**config.mk**
```make
export PLATFORM = sky130hd
export DESIGN_NAME = mux_serial_tx
export DESIGN_NICKNAME = d
export VERILOG_FILES = /design/src/rtl/mux_tx_pkg.sv /design/src/rtl/mux_tx_baud_cnt.sv /design/src/rtl/mux_serial_tx.sv
export SDC_FILE = /design/constraint.sdc
export NUM_CORES = 1
export LEC_CHECK = 0
export ABC_AREA = 0
export BUFFER_PORTS_ARGS = -buffer_cell sky130_fd_sc_hd__buf_2
export CORE_UTILIZATION = 35
export DETAILED_ROUTE_END_ITERATION = 8
export PLACE_DENSITY = 0.66
export SYNTH_ARGS = -nofsm -noshare
export SYNTH_HDL_FRONTEND = slang
export SYNTH_SLANG_ARGS = --single-unit
```
**constraint.sdc**
```tcl
create_clock -name clk -period 2 [get_ports clk]
set_clock_uncertainty 0.2 [all_clocks]
set_input_delay 0.6 -clock clk [delete_from_list [all_inputs] [get_ports clk]]
set_output_delay 0.6 -clock clk [all_outputs]
set_load 0.05 [all_outputs]
```
**src/rtl/mux_tx_pkg.sv**
```systemverilog
// Shared types and constants for the mux-driven serial transmitter.
package mux_tx_pkg;

    localparam int DATA_BITS = 8;
    localparam int SEL_W     = 3;

    typedef enum logic [2:0] {
        ST_IDLE   = 3'd0,
        ST_START  = 3'd1,
        ST_DATA   = 3'd2,
        ST_PARITY = 3'd3,
        ST_STOP   = 3'd4
    } tx_state_e;

    // Cycles from the first START cycle to the last STOP cycle.
    function automatic int frame_len(input int clks_per_bit, input bit parity_en);
        return (10 + (parity_en ? 1 : 0)) * clks_per_bit;
    endfunction

    function automatic int baud_cnt_width(input int clks_per_bit);
        return (clks_per_bit > 1) ? $clog2(clks_per_bit) : 1;
    endfunction

endpackage

```
**src/rtl/mux_tx_baud_cnt.sv**
```systemverilog
// Bit-period counter: counts 0..CLKS_PER_BIT-1, wraps on terminal count or clear.
module mux_tx_baud_cnt
    import mux_tx_pkg::*;
#(
    parameter int CLKS_PER_BIT = 4,
    parameter int CNT_W        = baud_cnt_width(CLKS_PER_BIT)
) (
    input  logic             clk,
    input  logic             rst_n,
    input  logic             clr_i,
    output logic             tc_o,
    output logic [CNT_W-1:0] cnt_o
);

    localparam logic [CNT_W-1:0] LAST = CNT_W'(CLKS_PER_BIT - 1);

    logic [CNT_W-1:0] cnt_q;
    logic [CNT_W-1:0] cnt_d;

    assign tc_o  = (cnt_q == LAST);
    assign cnt_o = cnt_q;

    // Next count: restart on clear or at the end of a bit period.
    always_comb begin
        cnt_d = cnt_q;
        if (clr_i || tc_o) begin
            cnt_d = '0;
        end else begin
            cnt_d = cnt_q + CNT_W'(1);
        end
    end

    // Counter register.
    always_ff @(posedge clk or negedge rst_n) begin
        if (!rst_n) begin
            cnt_q <= '0;
        end else begin
            cnt_q <= cnt_d;
        end
    end

endmodule

```
**src/rtl/mux_serial_tx.sv**
```systemverilog
// Byte-serial transmitter that walks an external 8:1 mux select and frames its
// output as an LSB-first async line: start, 8 data, optional even parity, stop.
module mux_serial_tx
    import mux_tx_pkg::*;
#(
    parameter int CLKS_PER_BIT = 4,
    parameter bit PARITY_EN    = 1'b0
) (
    input  logic                 clk,
    input  logic                 rst_n,
    input  logic [DATA_BITS-1:0] din,
    input  logic                 din_valid,
    output logic                 din_ready,
    output logic [DATA_BITS-1:0] mux_a,
    output logic [SEL_W-1:0]     mux_s,
    input  logic                 mux_y,
    output logic                 tx,
    output logic                 busy,
    output logic                 done
);

    localparam int CNT_W = baud_cnt_width(CLKS_PER_BIT);
    localparam logic [SEL_W-1:0] LAST_SEL = SEL_W'(DATA_BITS - 1);

    tx_state_e            state_q, state_d;
    logic [DATA_BITS-1:0] mux_a_q, mux_a_d;
    logic [SEL_W-1:0]     mux_s_q, mux_s_d;
    logic                 busy_q, busy_d;
    logic                 tc_s;
    logic                 cnt_clr_s;
    logic                 tx_s;
    logic [CNT_W-1:0]     cnt_s;

    // Holding the counter cleared in IDLE guarantees START begins at count 0.
    assign cnt_clr_s = (state_q == ST_IDLE);

    mux_tx_baud_cnt #(
        .CLKS_PER_BIT (CLKS_PER_BIT),
        .CNT_W        (CNT_W)
    ) u_baud_cnt (
        .clk   (clk),
        .rst_n (rst_n),
        .clr_i (cnt_clr_s),
        .tc_o  (tc_s),
        .cnt_o (cnt_s)
    );

    // Next-state, held-byte and select sequencing.
    always_comb begin
        state_d = state_q;
        mux_a_d = mux_a_q;
        mux_s_d = mux_s_q;
        busy_d  = busy_q;
        case (state_q)
            ST_IDLE: begin
                if (din_valid) begin
                    state_d = ST_START;
                    mux_a_d = din;
                    mux_s_d = 3'd0;
                    busy_d  = 1'b1;
                end else begin
                    state_d = ST_IDLE;
                end
            end
            ST_START: begin
                if (tc_s) begin
                    state_d = ST_DATA;
                end else begin
                    state_d = ST_START;
                end
            end
            ST_DATA: begin
                if (tc_s) begin
                    if (mux_s_q == LAST_SEL) begin
                        state_d = PARITY_EN ? ST_PARITY : ST_STOP;
                    end else begin
                        mux_s_d = mux_s_q + 3'd1;
                    end
                end else begin
                    state_d = ST_DATA;
                end
            end
            ST_PARITY: begin
                if (tc_s) begin
                    state_d = ST_STOP;
                end else begin
                    state_d = ST_PARITY;
                end
            end
            ST_STOP: begin
                if (tc_s) begin
                    state_d = ST_IDLE;
                    busy_d  = 1'b0;
                    mux_s_d = 3'd0;
                end else begin
                    state_d = ST_STOP;
                end
            end
            default: begin
                state_d = ST_IDLE;
                busy_d  = 1'b0;
                mux_s_d = 3'd0;
            end
        endcase
    end

    // Line level is a pure decode of registered state, so reset forces idle-high at once.
    always_comb begin
        tx_s = 1'b1;
        case (state_q)
            ST_IDLE:   tx_s = 1'b1;
            ST_START:  tx_s = 1'b0;
            ST_DATA:   tx_s = mux_y;
            ST_PARITY: tx_s = ^mux_a_q;
            ST_STOP:   tx_s = 1'b1;
            default:   tx_s = 1'b1;
        endcase
    end

    // State and datapath registers.
    always_ff @(posedge clk or negedge rst_n) begin
        if (!rst_n) begin
            state_q <= ST_IDLE;
            mux_a_q <= 8'h00;
            mux_s_q <= 3'd0;
            busy_q  <= 1'b0;
        end else begin
            state_q <= state_d;
            mux_a_q <= mux_a_d;
            mux_s_q <= mux_s_d;
            busy_q  <= busy_d;
        end
    end

    assign din_ready = (state_q == ST_IDLE);
    assign busy      = busy_q;
    assign done      = (state_q == ST_STOP) && tc_s;
    assign mux_a     = mux_a_q;
    assign mux_s     = mux_s_q;
    assign tx        = tx_s;

endmodule

```
==> flow_metrics.env, run 1 <==
export IMPL_critical_path_class="flop to output port"
export IMPL_r2r_end="mux_a[0]"
export IMPL_nets=141
export IMPL_routed_wirelength_um=1980
export IMPL_num_vias=731
export IMPL_ys_top_cells_by_area="dfrtp_1, mux2_4, xnor2_1, ha_1, mux2i_1"
export IMPL_cts_max_level=1
export IMPL_grt_remaining_overflow=0
export IMPL_io_pins=27
export IMPL_critPathMaxFanout=2
export IMPL_async_flop_share_pct=100
export IMPL_clk_latency_ns=0.30
export IMPL_final_min_clock_period_ns=2.37
export IMPL_synth_edf_count=0
export IMPL_violations="negative setup slack"
export IMPL_rsz0062_at_grt="true"
export IMPL_drive_gt1_share_pct=68.5
export IMPL_clock_sinks=17
export IMPL_critPathLaunchType="flop"
export IMPL_chipHeight_um=53.6
export IMPL_crit_path_end_kind="output port"
export IMPL_root_buffer="clkbuf_4"
export IMPL_drt_initial_drc_count=2
export IMPL_synth_ff_type="dfrtp_1"
export IMPL_synth_yosys_seq_area_share_pct=45.6
export IMPL_dieArea_um2=2870
export IMPL_routedWlPerCell_um=12.9
export IMPL_gp_congestion=0.823
export IMPL_port_buffers=26
export IMPL_tightestPinTransition_ns=0.388
export IMPL_ys_types=28
export IMPL_synth_warnings=0
export IMPL_worst_slack_ns=-0.369
export IMPL_antennaDiodeCount=0
export IMPL_grtUsageTotal_pct=16.9
export IMPL_hpwl_um=1510
export IMPL_fin_crit_sh_pct=118
export IMPL_mappedNetlistNets=93
export IMPL_cts_tree="built"
export IMPL_synth_top_area_share_pct=45.6
export IMPL_ys_ff_latch=17
export IMPL_grt_pass1_vias=777
export IMPL_die_x_um=53.6
export IMPL_via_per_inst=4.75
export IMPL_grt_max_degree=18
export IMPL_ant_nets=0
export IMPL_yosysTopAreaCell="dfrtp_1"
export IMPL_arrival_ns=1.57
export IMPL_area_delta_synth_final_pct=48.5
export IMPL_reg2regPathDepth=7
export IMPL_final_util_pct=55.4
export IMPL_fmax_ghz=0.422
export IMPL_tns_ns=-0.744
export IMPL_cap_violations=0
export IMPL_status="complete, but fails checks"
export IMPL_clk_pin_slew_ns=0.11
export IMPL_fin_hold_ws_ns=0.00262
export IMPL_num_rows=18
export IMPL_setup_viol=3
export IMPL_max_slew_margin_rel_pct=74.1
export IMPL_cts_max_path_buffers=2
export IMPL_core_area_um2=2500
export IMPL_synth_common_cells="dfrtp_1, mux2_4, xnor2_1, ha_1, inv_1"
export IMPL_r2r_setup_slack_ns=0.05
export IMPL_synthCells=77
export IMPL_r2r_start="state_q[0]"
export IMPL_hp_class="input port to asynchronous set/reset pin"
export IMPL_post_synth_top_count_cell="dfrtp_1"
export IMPL_dr_pass1_iters=2
export IMPL_drv_slew=0
export IMPL_drc=0
export IMPL_start_util_pct=37.3
export IMPL_pre_cts_ws_ns=-0.163
export IMPL_cts_buffers=3
export IMPL_worstPathRequired_ns=1.20
export IMPL_antenna_found_initial=0
export IMPL_synthesis_area_um2=932
export IMPL_grt_pass1_wl_um=3350
export IMPL_avgSynthCellArea_um2=12.1
export IMPL_finalHoldViolCount=0
[per-layer routing]
metal  global-route usage [%]  up-vias  wire length, µm
li1                         -      362                -
met1                     17.6      341              862
met2                     31.9       24              988
met3                     5.37        4              101
met4                     5.26        0               31
met5                        0        -                0
[repair_timing]
action / in CTS / in global routing
cloned: 0 / 0
endpoints found under the setup margin: 3 / 3
setup buffers: 1 / 2
resized for setup: 10 / 7
hold endpoints to repair: 0 / 0
pin swaps: 2 / 1
hold buffers: 0 / 0
[kinds of logic after synthesis]
| logic type | count (synthesis) | synth area share [%] |
|---|---|---|
| flops | 17 | 45.6 |
| mux | 12 | 17.3 |
| simple gates | 19 | 12.8 |
| compound gates | 10 | 7.92 |
| fa+ha+maj | 4 | 5.37 |
| xor+xnor | 7 | 6.58 |
| buf+inv | 8 | 4.43 |
[flip-flops by register name (all words and copies together) (netlist names)]
name / flops
mux_s: 3
state_q: 3
u_baud_cnt.cnt_o: 2
busy: 1
mux_a: 8
[layout by cell type (no fill, tap or decap), drive strengths merged]
master,n
or2,1
clkbuf,3
nand2b,2
o21ai,2
and3,1
xnor2,7
o32ai,1
or2b,1
nor3b,2
mux2,9
dfrtp,17
buf,47
nor3,3
and2,1
nand2,3
a22oi,1
inv,4
o221ai,1
nor2b,1
a21oi,3
a2bb2oi,1
ha,4
nand3b,1
nor2,3
clkinv,1
a311oi,1
mux2i,3
[critical path: stages (launching register included)]
cell,delay [ns]
dfrtp_2,0.44
xnor2_2,0.14
xnor2_1,0.21
xnor2_1,0.19
o221ai_4,0.13
buf_6,0.17
[layout make-up]
cell class / count / area, µm²
inverter: 4 / 15.0
clock buffer: 3 / 22.5
sequential: 17 / 439
timing repair buffer: 47 / 322
multi-input combinational: 52 / 543
clock inverter: 1 / 5.00
fill: 228 / 1120
tap: 30 / 37.5
[worst max path at each step]
stage	startpoint	to	slack (ns)	cells after the start
6_report	mux_a[7]	tx	-0.37	5
5_1_grt	mux_a[5]	tx	-0.48	5
4_1_cts	mux_a[5]	tx	-0.41	5
3_5_place_dp	mux_y	tx	-0.16	4
3_3_place_gp	mux_y	tx	-0.14	4
2_1_floorplan	mux_a[1]	tx	-0.14	4
[per-stage QoR]
step,area (µm²),instances
detailed placement,1270,147
finish,1380,154
CTS,1330,152
floorplan,993,77
global route,1380,154
global placement,1270,147
Power of run 1 is left out: the tool's default activity adds up to more than one toggle a clock period on the data nets, which glitch-free logic cannot reach.
==> inputs of run 2 (changes only) <==
- ABC_AREA: 0 -> 1
- BUFFER_PORTS_ARGS: -buffer_cell sky130_fd_sc_hd__buf_2 -> not set
- DONT_BUFFER_PORTS: not set -> 1
- PLACE_DENSITY: 0.66 -> 0.57
==> flow_metrics.env, run 2 <==
export IMPL_r2r_start="u_baud_cnt.cnt_o[0]"
export IMPL_whs_endpoint="mux_a[0]"
export IMPL_synth_ff_type="dfrtp_1"
export IMPL_cts_buffers=3
export IMPL_status="complete, but fails checks"
export IMPL_grtUsageTotal_pct=14.9
export IMPL_synth_common_cells="nand2_1, dfrtp_1, inv_1, nor2_1, a21oi_2"
export IMPL_synth_top_area_share_pct=41.0
export IMPL_ys_types=23
export IMPL_cts_tree="built"
export IMPL_clk_latency_ns=0.29
export IMPL_start_util_pct=37.3
export IMPL_reg2regPathDepth=9
export IMPL_routedWlPerCell_um=11.7
export IMPL_ant_nets=0
export IMPL_grt_max_degree=18
export IMPL_setup_viol=2
export IMPL_worst_slack_ns=-0.160
export IMPL_power_leakage_nw=0.713
export IMPL_area_delta_synth_final_pct=31.6
export IMPL_tightestPinTransition_ns=0.803
export IMPL_nets=176
export IMPL_grt_remaining_overflow=0
export IMPL_drv_slew=0
export IMPL_p_seq_share_pct=26.2
export IMPL_drc=0
export IMPL_layout_common_cells="nand2_1, buf_4, inv_2, nor2_1, dfrtp_1"
export IMPL_num_vias=913
export IMPL_root_buffer="clkbuf_4"
export IMPL_drive_gt1_share_pct=49.1
export IMPL_tns_ns=-0.225
export IMPL_critPathMaxFanout=3
export IMPL_finalHoldViolCount=0
export IMPL_num_rows=19
export IMPL_gp_congestion=0.838
export IMPL_post_synth_top_count_cell="nand2_1"
export IMPL_synthCells=132
export IMPL_p_comb_share_pct=66.7
export IMPL_core_area_um2=2780
export IMPL_worstPathRequired_ns=1.20
export IMPL_peakVddDrop_v=0.00108
export IMPL_grt_pass1_wl_um=3710
export IMPL_worstHoldStart="din[0]"
export IMPL_p_int_mw=1.15
export IMPL_antenna_found_initial=0
export IMPL_n_fill_cell=269
export IMPL_p_sw_share_pct=54.8
export IMPL_r2r_setup_slack_ns=0.30
export IMPL_routed_wirelength_um=2220
export IMPL_rsz0062_at_grt="true"
export IMPL_yosysTopAreaCell="dfrtp_1"
export IMPL_cts_max_level=1
export IMPL_dieArea_um2=3190
export IMPL_clock_sinks=17
export IMPL_cts_max_path_buffers=2
export IMPL_ys_top_cells_by_area="dfrtp_1, nand2_1, inv_1, a21oi_2, ha_1"
export IMPL_r2r_end="mux_s[2]"
export IMPL_startpoint="mux_a[1]"
export IMPL_synthesis_area_um2=1040
export IMPL_synth_edf_count=0
export IMPL_power_share_clock_pct=7.2
export IMPL_holdPathStages=2
export IMPL_grt_pass1_vias=877
export IMPL_arrival_ns=1.36
export IMPL_fin_hold_ws_ns=0.251
export IMPL_dr_pass1_iters=4
export IMPL_fin_crit_sh_pct=108
export IMPL_critPathLaunchType="flop"
export IMPL_fmax_ghz=0.463
export IMPL_via_per_inst=4.81
export IMPL_layout_commonest_cell="nand2_1"
export IMPL_crit_path_end_kind="output port"
export IMPL_switching_power_mw=1.39
export IMPL_avgSynthCellArea_um2=7.87
export IMPL_async_flop_share_pct=100
export IMPL_antennaDiodeCount=0
export IMPL_port_buffers=0
export IMPL_final_util_pct=49.1
export IMPL_mappedNetlistNets=148
export IMPL_hpwl_um=1610
export IMPL_hp_class="input port to flop"
export IMPL_cap_violations=0
export IMPL_die_x_um=56.5
export IMPL_chipHeight_um=56.5
export IMPL_largest_reg_flops=8
export IMPL_synth_warnings=0
export IMPL_synth_yosys_seq_area_share_pct=41.0
export IMPL_clk_pin_slew_ns=0.09
export IMPL_critical_path_class="flop to output port"
export IMPL_drt_initial_drc_count=37
export IMPL_power_density_nw_per_um2=1860
export IMPL_max_slew_margin_rel_pct=46.3
export IMPL_io_pins=27
export IMPL_ys_ff_latch=17
export IMPL_final_min_clock_period_ns=2.16
export IMPL_violations="negative setup slack"
-- run 2: through the flow --
| stage | setup WS, ns | total power, mW | std cells | instance area, µm² |
|---|---|---|---|---|
| 3_3_place_gp | 0.151 | 2.09 | 178 | 1220 |
| 6_report | -0.160 | 2.54 | 190 | 1370 |
| 3_5_place_dp | 0.118 | 2.12 | 178 | 1220 |
| 5_1_grt | -0.285 | 2.76 | 190 | 1370 |
| 4_1_cts | -0.148 | 2.39 | 185 | 1290 |
| 2_1_floorplan | 0.0190 | 1.81 | 132 | 1070 |
-- run 2: how the worst max path moves through the flow --
stage               to  slack [ns]  cells after the start
global route        tx       -0.29                      8
CTS                 tx       -0.15                      7
floorplan           tx        0.02                      8
finish              tx       -0.16                      7
detailed placement  tx        0.12                      8
global placement    tx        0.15                      2
-- run 2: what timing repair did --
item,4_1_cts,5_1_grt
endpoints found under the setup margin,2,3
hold endpoints to repair,17,0
resized for setup,11,11
hold buffers,1,0
setup buffers,2,5
pin swaps,2,15
-- run 2: worst max-delay path, cell delays in order (launching register included) --
cell	delay, ns
dfrtp_2	0.45
nor2_4	0.13
nor2_2	0.05
nand2_2	0.08
nand2_2	0.05
nand2_1	0.07
nand3_2	0.08
nand2_4	0.17
-- run 2: power groups by stage --
stage | logic (mW) | registers [mW] | clock network, mW
floorplan | 0.859 | 0.949 | 0
global placement | 1.45 | 0.638 | 0
detailed placement | 1.47 | 0.649 | 0
CTS | 1.55 | 0.652 | 0.190
global route | 1.87 | 0.686 | 0.208
finish | 1.70 | 0.666 | 0.182
-- run 2: layer usage --
| metal | GRT usage, % | part of all wire (%) |
|---|---|---|
| met2 | 24.7 | 49 |
| met1 | 19.0 | 45 |
| met5 | 0 | 0 |
| met3 | 3.23 | 4.7 |
| met4 | 5.23 | 0.77 |
-- run 2: kinds of logic (layout without fill, tap and decap cells) --
family / after synthesis / count (layout) / synth area share, %
AOI/OAI and AO/OA: 15 / 15 / 11.0
adders and majority gates: 4 / 4 / 4.82
buffers and inverters: 19 / 46 / 7.95
DFF: 17 / 17 / 41.0
and+or+nand+nor: 77 / 77 / 35.3
-- run 2: area by class of cell --
class,count,area [µm²],share of cell area (%)
Sequential cell,17,435,31.9
Inverter,18,70.1,5.13
Timing Repair Buffer,24,199,14.6
Multi-Input combinational cell,96,597,43.7
Tap cell,31,38.8,2.84
Clock buffer,4,26.3,1.92
No activity file was read; power rests on OpenSTA's default activity.
==> inputs of run 3 (changes only) <==
- CORE_MARGIN: not set -> 8
- CORE_UTILIZATION: 35 -> 55
- CTS_CLUSTER_DIAMETER: not set -> 40
- PLACE_DENSITY: 0.57 -> 0.79
==> flow_metrics.env, run 3 (synthesized netlist as in run 2, its figures left out) <==
export IMPL_grt_pass1_vias=913
export IMPL_placed_area_um2=1210
export IMPL_worst_slack_ns=-0.184
export IMPL_drv_slew=0
export IMPL_crit_path_end_kind="output port"
export IMPL_tightestPinTransition_ns=0.773
export IMPL_final_area_um2=1330
export IMPL_max_slew_margin_rel_pct=48.3
export IMPL_power_leakage_nw=0.698
export IMPL_critPathLaunchType="flop"
export IMPL_pre_cts_ws_ns=0.135
export IMPL_dieArea_um2=3530
export IMPL_antenna_found_initial=0
export IMPL_grtUsageTotal_pct=14.7
export IMPL_grt_remaining_overflow=0
export IMPL_power_density_nw_per_um2=1900
export IMPL_largest_reg_flops=8
export IMPL_rsz0062_at_grt="true"
export IMPL_fmax_ghz=0.458
export IMPL_layout_common_cells="nand2_1, buf_4, nor2_1, inv_2"
export IMPL_antennaDiodeCount=0
export IMPL_fin_crit_sh_pct=109
export IMPL_area_delta_synth_final_pct=27.8
export IMPL_fin_hold_ws_ns=0.229
export IMPL_p_comb_share_pct=66.1
export IMPL_die_x_um=59.5
export IMPL_peakVddDrop_v=0.00161
export IMPL_critPathMaxFanout=4
export IMPL_ant_nets=0
export IMPL_drt_initial_drc_count=28
export IMPL_hpwl_um=1700
export IMPL_drc=0
export IMPL_hp_class="input port to flop"
export IMPL_violations="negative setup slack"
export IMPL_io_pins=27
export IMPL_routed_wirelength_um=2370
export IMPL_arrival_ns=1.38
export IMPL_power_share_clock_pct=7.4
export IMPL_routedWlPerCell_um=13.1
export IMPL_gp_congestion=0.843
export IMPL_port_buffers=0
export IMPL_final_min_clock_period_ns=2.18
export IMPL_grt_max_degree=18
export IMPL_setup_viol=3
export IMPL_core_area_um2=1750
export IMPL_status="complete, but fails checks"
export IMPL_n_fill_cell=126
export IMPL_start_util_pct=59.5
export IMPL_cts_tree="built"
export IMPL_final_util_pct=76.1
export IMPL_drive_gt1_share_pct=48.1
export IMPL_critical_path_class="flop to output port"
export IMPL_chipHeight_um=59.5
export IMPL_p_sw_share_pct=55.6
export IMPL_switching_power_mw=1.40
export IMPL_cts_buffers=3
export IMPL_clock_sinks=17
export IMPL_cts_max_path_buffers=2
export IMPL_num_vias=925
export IMPL_num_rows=15
export IMPL_root_buffer="clkbuf_4"
export IMPL_dr_pass1_iters=5
export IMPL_p_seq_share_pct=26.5
export IMPL_clk_pin_slew_ns=0.10
export IMPL_p_int_mw=1.12
export IMPL_worstPathRequired_ns=1.20
export IMPL_cap_violations=0
export IMPL_finalHoldViolCount=0
export IMPL_grt_pass1_wl_um=3930
export IMPL_finalNonFillerCells=181
export IMPL_clk_latency_ns=0.30
export IMPL_nets=173
export IMPL_dpl_cell_count=171
export IMPL_cts_max_level=1
export IMPL_via_per_inst=5.11
export IMPL_layout_commonest_cell="nand2_1"
## run 3: cell types whose count changed in the layout (fill, tap and decap cells not counted), sizes merged
cell,change
buf,-3
## run 3: routing by layer
| layer | wire [µm] | up-vias | global-route usage (%) |
|---|---|---|---|
| li1 | - | 462 | - |
| met1 | 908 | 426 | 15.2 |
| met2 | 1160 | 32 | 24.5 |
| met3 | 249 | 5 | 5.64 |
| met4 | 51 | 0 | 8.87 |
| met5 | 0 | - | 0 |
## run 3: path summary, 6_finish.rpt
kind                            slack (ns)                  end  cells after the start                 from
worst max-delay path                 -0.18                   tx                      8             mux_a[4]
worst min-delay path                  0.23             mux_a[0]                      2               din[0]
worst max register to register        0.29             mux_s[1]                      9  u_baud_cnt.cnt_o[0]
worst min register to register        0.34  u_baud_cnt.cnt_o[0]                      2  u_baud_cnt.cnt_o[0]
max in group asynchronous             0.46             mux_a[7]                      1                rst_n
min in group asynchronous             0.61             mux_a[6]                      1                rst_n
## run 3: critical path, cell delays in order, from the launching register on
cell	delay, ns
dfrtp_2	0.44
inv_2	0.09
nand2_2	0.06
nand2_2	0.06
nand2_2	0.05
nand2_1	0.08
nand3_2	0.08
nand3_2	0.09
nand2_4	0.12
## run 3: area by class of cell
type                            instances  area (µm²)  area share (%)
Multi-Input combinational cell         96         591            44.5
Sequential cell                        17         435            32.8
Timing Repair Buffer                   21         176            13.3
Inverter                               18        67.6            5.09
Tap cell                               25        31.3            2.36
Clock buffer                            4        26.3            1.98
## run 3: timing repair
action	4_1_cts	5_1_grt
hold buffers	1	0
gates resized for setup	10	10
setup endpoints to repair	2	3
buffers inserted	4	1
pin swaps	2	14
endpoints found under the hold margin	17	0
## run 3: through the flow
stage               TNS, ns  total power, mW
global placement          0             2.07
CTS                  -0.230             2.41
global route         -0.464             2.70
floorplan                 0             1.81
detailed placement        0             2.12
finish               -0.280             2.52
## run 3: power by group through the flow
stage                     clock [mW]  sequential [mW]  combinational (mW)
after detailed placement           0            0.648                1.47
after floorplan                    0            0.949               0.859
after global placement             0            0.636                1.44
after CTS                      0.188            0.651                1.57
final                          0.187            0.667                1.66
after global routing           0.207            0.688                1.81
